--- src/rtl/md_muldiv_unit.sv ---
// Iterative multiply/divide unit with architectural HI/LO registers.
// One shift-add or restoring-divide step per clock; sign fix-up and HI/LO write happen in FIX.
module md_muldiv_unit #(
  parameter int WIDTH = 32
) (
  input  logic             clk,
  input  logic             reset,
  input  logic             start,
  input  logic [1:0]       op,
  input  logic [WIDTH-1:0] A,
  input  logic [WIDTH-1:0] B,
  input  logic             hi_we,
  input  logic             lo_we,
  input  logic [WIDTH-1:0] wdata,
  output logic             busy,
  output logic             done,
  output logic             div_by_zero,
  output logic [WIDTH-1:0] hi,
  output logic [WIDTH-1:0] lo
);

  localparam int CNT_W = $clog2(WIDTH) + 1;
  localparam logic [CNT_W-1:0] LAST_ITER = CNT_W'(WIDTH - 1);

  typedef enum logic [1:0] {S_IDLE, S_CALC, S_FIX} state_t;

  state_t state, state_nxt;

  logic [CNT_W-1:0]   cnt;
  logic               accept;
  logic               is_div, is_signed, a_neg, sign_diff, b_zero;
  logic [WIDTH-1:0]   a_raw, opnd;
  logic [2*WIDTH-1:0] prod, prod_nxt, prod_fix;

  logic signed [WIDTH-1:0] a_s, b_s;
  logic [WIDTH-1:0]   a_mag, b_mag;

  logic [WIDTH:0]     add_sum, div_shift;
  logic               div_ge;
  logic [WIDTH-1:0]   div_rem;
  logic [WIDTH-1:0]   res_hi, res_lo;

  function automatic logic [WIDTH-1:0] neg_w(input logic [WIDTH-1:0] v);
    return -v;
  endfunction

  function automatic logic [2*WIDTH-1:0] neg_2w(input logic [2*WIDTH-1:0] v);
    return -v;
  endfunction

  function automatic logic [WIDTH-1:0] magnitude(input logic signed [WIDTH-1:0] v,
                                                 input logic sgn);
    return (sgn && v[WIDTH-1]) ? neg_w(v) : v;
  endfunction

  assign a_s   = A;
  assign b_s   = B;
  assign a_mag = magnitude(a_s, op[1]);
  assign b_mag = magnitude(b_s, op[1]);

  // FSM: state register
  always_ff @(posedge clk) begin
    if (!reset) state <= S_IDLE;
    else        state <= state_nxt;
  end

  // FSM: next-state logic
  always_comb begin
    state_nxt = state;
    case (state)
      S_IDLE:  if (start) state_nxt = S_CALC;
      S_CALC:  if (cnt == LAST_ITER) state_nxt = S_FIX;
      S_FIX:   state_nxt = S_IDLE;
      default: state_nxt = S_IDLE;
    endcase
  end

  // FSM: outputs
  always_comb begin
    busy   = (state != S_IDLE);
    accept = (state == S_IDLE) && start;
  end

  // One iteration: multiplier/quotient bits live in the low half of prod
  always_comb begin
    add_sum   = {1'b0, prod[2*WIDTH-1:WIDTH]} + (prod[0] ? {1'b0, opnd} : '0);
    div_shift = {prod[2*WIDTH-1:WIDTH], prod[WIDTH-1]};
    div_ge    = (div_shift >= {1'b0, opnd});
    div_rem   = div_ge ? (div_shift[WIDTH-1:0] - opnd) : div_shift[WIDTH-1:0];
    prod_nxt  = is_div ? {div_rem, prod[WIDTH-2:0], div_ge}
                       : {add_sum, prod[WIDTH-1:1]};
  end

  // Sign fix-up of the magnitude result
  always_comb begin
    prod_fix = (is_signed && sign_diff) ? neg_2w(prod) : prod;
    res_hi   = prod_fix[2*WIDTH-1:WIDTH];
    res_lo   = prod_fix[WIDTH-1:0];
    if (is_div) begin
      if (b_zero) begin
        res_hi = a_raw;
        res_lo = '1;
      end else begin
        res_lo = (is_signed && sign_diff) ? neg_w(prod[WIDTH-1:0]) : prod[WIDTH-1:0];
        res_hi = a_neg ? neg_w(prod[2*WIDTH-1:WIDTH]) : prod[2*WIDTH-1:WIDTH];
      end
    end
  end

  // Control and architectural registers
  always_ff @(posedge clk) begin
    if (!reset) begin
      cnt         <= '0;
      done        <= 1'b0;
      div_by_zero <= 1'b0;
      hi          <= '0;
      lo          <= '0;
    end else begin
      done <= (state == S_FIX);
      if (accept)                cnt <= '0;
      else if (state == S_CALC)  cnt <= cnt + CNT_W'(1);
      if (accept)                div_by_zero <= 1'b0;
      else if (state == S_FIX)   div_by_zero <= is_div && b_zero;
      if (state == S_FIX) begin
        hi <= res_hi;
        lo <= res_lo;
      end else if (state == S_IDLE) begin
        if (hi_we) hi <= wdata;
        if (lo_we) lo <= wdata;
      end
    end
  end

  // Operand capture and iteration datapath
  always_ff @(posedge clk) begin
    if (accept) begin
      is_div    <= op[0];
      is_signed <= op[1];
      a_neg     <= op[1] && a_s[WIDTH-1];
      sign_diff <= a_s[WIDTH-1] ^ b_s[WIDTH-1];
      b_zero    <= (B == '0);
      a_raw     <= A;
      opnd      <= op[0] ? b_mag : a_mag;
      prod      <= {{WIDTH{1'b0}}, (op[0] ? a_mag : b_mag)};
    end else if (state == S_CALC) begin
      prod <= prod_nxt;
    end
  end

endmodule

--- config.mk ---
export PLATFORM = sky130hd
export DESIGN_NAME = md_muldiv_unit
export DESIGN_NICKNAME = d
export VERILOG_FILES = /design/src/rtl/md_muldiv_unit.sv
export SDC_FILE = /design/constraint.sdc
export NUM_CORES = 1
export LEC_CHECK = 0
export BUFFER_PORTS_ARGS = -buffer_cell sky130_fd_sc_hd__buf_2
export CAP_MARGIN = 20
export CORE_UTILIZATION = 40
export CTS_CLUSTER_SIZE = 40
export DETAILED_ROUTE_END_ITERATION = 8
export GPL_TIMING_DRIVEN = 0
export REMOVE_ABC_BUFFERS = 1
export SLEW_MARGIN = 5
export SYNTH_ARGS = -nofsm -noshare
export SYNTH_HDL_FRONTEND = slang
export SYNTH_SLANG_ARGS = --single-unit
--- constraint.sdc ---
create_clock -name clk -period 6.8 [get_ports clk]
set_clock_uncertainty 0.2 [all_clocks]
set_input_delay 0.34 -clock clk [delete_from_list [all_inputs] [get_ports clk]]
set_output_delay 0.34 -clock clk [all_outputs]
set_load 0.1 [all_outputs]
-- Word level (Yosys, flattened, before mapping)
Index checks and enable logic that the tools add are counted.
- bits of input ports: 103
- output and inout port bits: 67
- register bits after elaboration: 207
- logic and storage cells: 72
- bitwise operators: 2
- reductions and logical operators: 16
- equality and inequality tests: 5
- mux-type cells: 25
- order comparisons: 1
- add/subtract/negate cells: 8
- operator list (cell ; count):
    $mux 32 ; 20
    $mux 64 ; 2
    $neg 32->32 ; 4
    $neg 64->64 ; 1
    $add 32x32->33 ; 1
    $ge 33x32->1 ; 1
    $logic_not 32->1 ; 1
    $sub 32x32->32 ; 1
    $reduce_bool 2->1 ; 5
    $add 6x1->6 const B ; 1
    $eq 6x5->1 const B ; 1
    $reduce_and 2->1 ; 3
    $logic_and 1x1->1 ; 5
    $mux 2 ; 2
    $ne 2x2->1 const B ; 2
    $pmux 2 s2 ; 1
    $eq 2x1->1 const B ; 1
    $eq 2x2->1 const B ; 1
    $logic_not 2->1 ; 1
    $reduce_or 2->1 ; 1
    $not 1->1 ; 1
    $xor 1x1->1 ; 1

-- Logic depth before layout (Yosys ltp)
- word-level depth: 5
- depth in mapped cells: 14
- mapped depth without buffers: 12

-- Least setup slack after synthesis
Ideal clock, no wire load.
- kind: register -> register
- from: reg prod[0]
- to: reg prod[61]
- buffers on the path: 1
- path slack: 3083 ps
- stages on the path, launching flop included: 14
- setup time: 117 ps
- arrival: 3400 ps
- cell sequence: edfxtp_1 inv_1 clkbuf_1 nor2_1 fa_1 a211oi_1 o211ai_1 a31oi_1 nor3_1 o31ai_1 a21oi_1 or3b_2 a31o_2 a32o_1
- cells in the longest elaborated chain, start to end: 3
- RTL lines (element ; RTL line ; RTL):
    from (decl) ; 33 ; logic [2*WIDTH-1:0] prod, prod_nxt, prod_fix;
    from (signal assigned) ; 144 ; prod <= {{WIDTH{1'b0}}, (op[0] ? a_mag : b_mag)};
    from (signal assigned) ; 146 ; prod <= prod_nxt;
    $mux 32 ; 86 ; add_sum = {1'b0, prod[2*WIDTH-1:WIDTH]} + (prod[0] ? {1'b0, opnd} : '0);
    $add 32x32->33 ; 86 ;
    $mux 64 ; 90 ; prod_nxt = is_div ? {div_rem, prod[WIDTH-2:0], div_ge}
No other way between the ends.
A chain may end at the register's enable or synchronous reset.

-- Worst setup path in the final report
- from: reg prod[0]
- to: reg hi[10]
- cells in the longest elaborated chain, start to end: 4
- RTL lines (element ; RTL line ; RTL):
    $neg 64->64 ; 48 ; return -v;
    $mux 64 ; 96 ; prod_fix = (is_signed && sign_diff) ? neg_2w(prod) : prod;
    $mux 32 ; 99 ; if (is_div) begin
    $mux 32 ; 124 ; if (state == S_FIX) begin
    to (signal assigned) ; 125 ; hi <= res_hi;
    to (signal assigned) ; 128 ; if (hi_we) hi <= wdata;
    to (decl) ; 18 ; output logic [WIDTH-1:0] hi,
No other way between the ends.

==> impl_metrics.toml <==
[logic_synthesis]
ys_warn_count = 0
synth_cell_types = 83
post_synth_inst_count = 2037
ys_seq_area_share_pct = 31.35
synth_area_leaders = "edfxtp_1, dfxtp_1, mux2i_1, o21ai_0, a21oi_1"
ys_ff_latch = 207
synth_commonest_cells = "o21ai_0, nand2_1, a21oi_1, nor2_1, clkbuf_1"
yosysTopAreaCellShare_pct = 18.44
async_flop_share_pct = 0
synth_most_common_cell = "o21ai_0"
synth-edff-count = 101
synth_flop_cell = "dfxtp_1"
netlist_area_mm2 = 0.01644
synth.avg_cell_area_um2 = 8.072
synth_area_leader_cell = "edfxtp_1"

[sta]
setup_viol = 0
max_slew_margin_pct = 24.49
fin_crit_sh_pct = 67.59
fin_crit_ns = 4.596
grt_setup_unrepaired = "false"
hold_violations = 0
tightestPinTransition_ns = 1.122
slew_violations = 0
hold_ws_ns = 0.02535
fmax_mhz = 217.6

[detailed_routing]
wire_per_inst_um = 21.95
dr_total_vias = 16685
first_pass_iters = 5
drc_errors = 0
wl_um = 60110
viasPerCell = 6.094
drt-initial-drc-count = 1696
ant_nets = 0

[setup_path]
required_ns = 6.98
criticalPathCategory = "reg2reg"
path_max_fanout = 7
worstPathArrival_ns = 4.78
end_kind = "register"
startpoint_type = "register"
rrSetupSlack_ns = 2.20

[power]
power_density_mw_per_mm2 = 278.7
internal-power_mw = 3.158
switching_share_pct = 41.93
p_sw_mw = 2.280
peakVddDrop_v = 0.0001749
pwr-share-clk_pct = 25.9
comb_power_share_pct = 42.5
p_seq_share_pct = 31.6
p_leak_nw = 7.942
p_total_mw = 5.438

[clocking]
post_cts_buffers = 0
cts_tree = "yes"
clock_path_buffers = 3
cts_made_buffers = 25
clkTransAtPathRegs_ns = 0.06
cts_root_buf = "clkbuf_16"
postCtsResizedCells = 0
clock_latency_ns = 0.55
cts_sinks = 207
cts_max_level = 1
cts_hold_buffers = 67

[job]
maxCapViolCount = 0

[global_routing]
grt_max_degree = 66
antenna_found_initial = 2
globalRoute.totalOverflow = 0
grt_first_pass_wirelength_um = 90460
grt_pass1_vias = 15613
grtUsageTotal_pct = 27.95

[die]
dieArea_mm2 = 0.04192
io_pins = 170
rows = 73
fp.coreArea_mm2 = 0.04010
start_util_pct = 41.01
die_h_um = 204.8
fp.dieW_um = 204.8

[finish]
syn_to_final_growth_pct = 18.66
design_area_mm2 = 0.01951
utilization_pct = 48.66
stdcell_count = 2738
fillCellCount = 3918
num-nets-final = 2368
final_layout_size_suffix_gt1_share_pct = 12.88

[outcome]
status = "finished clean"

[place]
portBuffers = 169
gp_congestion = 0.9713
place_inst = 2620
dpl-instance-area_mm2 = 0.01787
hpwl_um = 45500

[min_path]
hp-class = "in2reg"
power by group through the flow:
stage | clock network, mW | registers (mW) | logic [mW]
final | 1.41 | 1.72 | 2.31
after global routing | 1.47 | 1.74 | 2.50
after CTS | 1.42 | 1.72 | 2.26
after detailed placement | 0 | 1.74 | 2.22
after global placement | 0 | 1.76 | 2.16
after floorplan | 0 | 1.88 | 1.43
layer usage:
metal  GRT usage, %  wire (um)  vias up
li1               -          -     7845
met1          38.88      26720     8009
met2          44.17      26870      712
met3          3.357       4239      119
met4          10.13       2274        0
met5              0          0        -
state kept, by name, summed over array words and instances (netlist names), 2 cells and up:
name and flops:
lo 32, cnt 6, state 2, prod 64, hi 32, opnd 32
a_raw 32
per-stage QoR:
step                setup TNS, ns  worst slack, ns
floorplan                       0            1.623
finish                          0            2.204
detailed placement              0            1.779
CTS                             0            1.786
global placement          -116.90           -1.826
global route                    0            2.151
cell type report:
type	instances	area, um^2	share of cell area (%)
clock inverter	12	93.84	0.4810
antenna	1	2.502	0.01283
tap	525	656.9	3.367
inverter	71	269.0	1.379
multi-input combinational	1630	10570	54.19
clock buffer	33	760.7	3.899
timing repair buffer	259	1999	10.25
sequential	207	5155	26.42
cells by family after synthesis:
family	synth area share [%]
adder cells (fa/ha/maj)	5.494
flip-flops	31.35
XOR/XNOR	8.789
AO/OA/AOI/OAI	25.06
buffers and inverters	4.596
multiplexers	7.214
AND/OR/NAND/NOR	17.49
path summary, 6_finish.rpt:
path | cells after the start | startpoint | end
worst min-delay path | 3 | B[23] | opnd[23]
worst max register to register | 9 | prod[0] | hi[10]
worst max-delay path | 9 | prod[0] | hi[10]
worst min register to register | 2 | hi[12] | hi[12]
worst max-delay path: stages (launching register included):
cell and delay, ns:
edfxtp_1 0.52, inv_1 0.28, ha_1 0.30, nor3b_1 0.63
nand4_1 0.52, or3_1 0.63, nor3_1 0.42, nor2_1 0.07
o311ai_0 0.67, a21boi_0 0.19
cell usage in the layout, fill, tap and decap left out, types with 10 or more instances in the layout:
master	instances
o21ai_0	200
nand2_1	189
a21oi_1	186
nor2_1	181
buf_2	169
dfxtp_1	106
mux2i_1	105
edfxtp_1	101
xnor2_1	83
xor2_1	82
ha_1	69
dlygate4sd3_1	68
inv_1	67
a31oi_1	51
nand3_1	36
a21o_1	32
o211ai_1	31
nor3_1	30
o31ai_1	29
clkbuf_16	29
a211oi_1	23
nand4_1	21
or3_1	20
nor4_1	17
or4_1	16
o41ai_1	14
nand2b_1	13
o21a_1	13
mux2_2	12
o221ai_1	11
and2_1	10
and3_1	10
o22ai_1	10
buf_16	10
No activity file was read; power rests on OpenSTA's default activity.
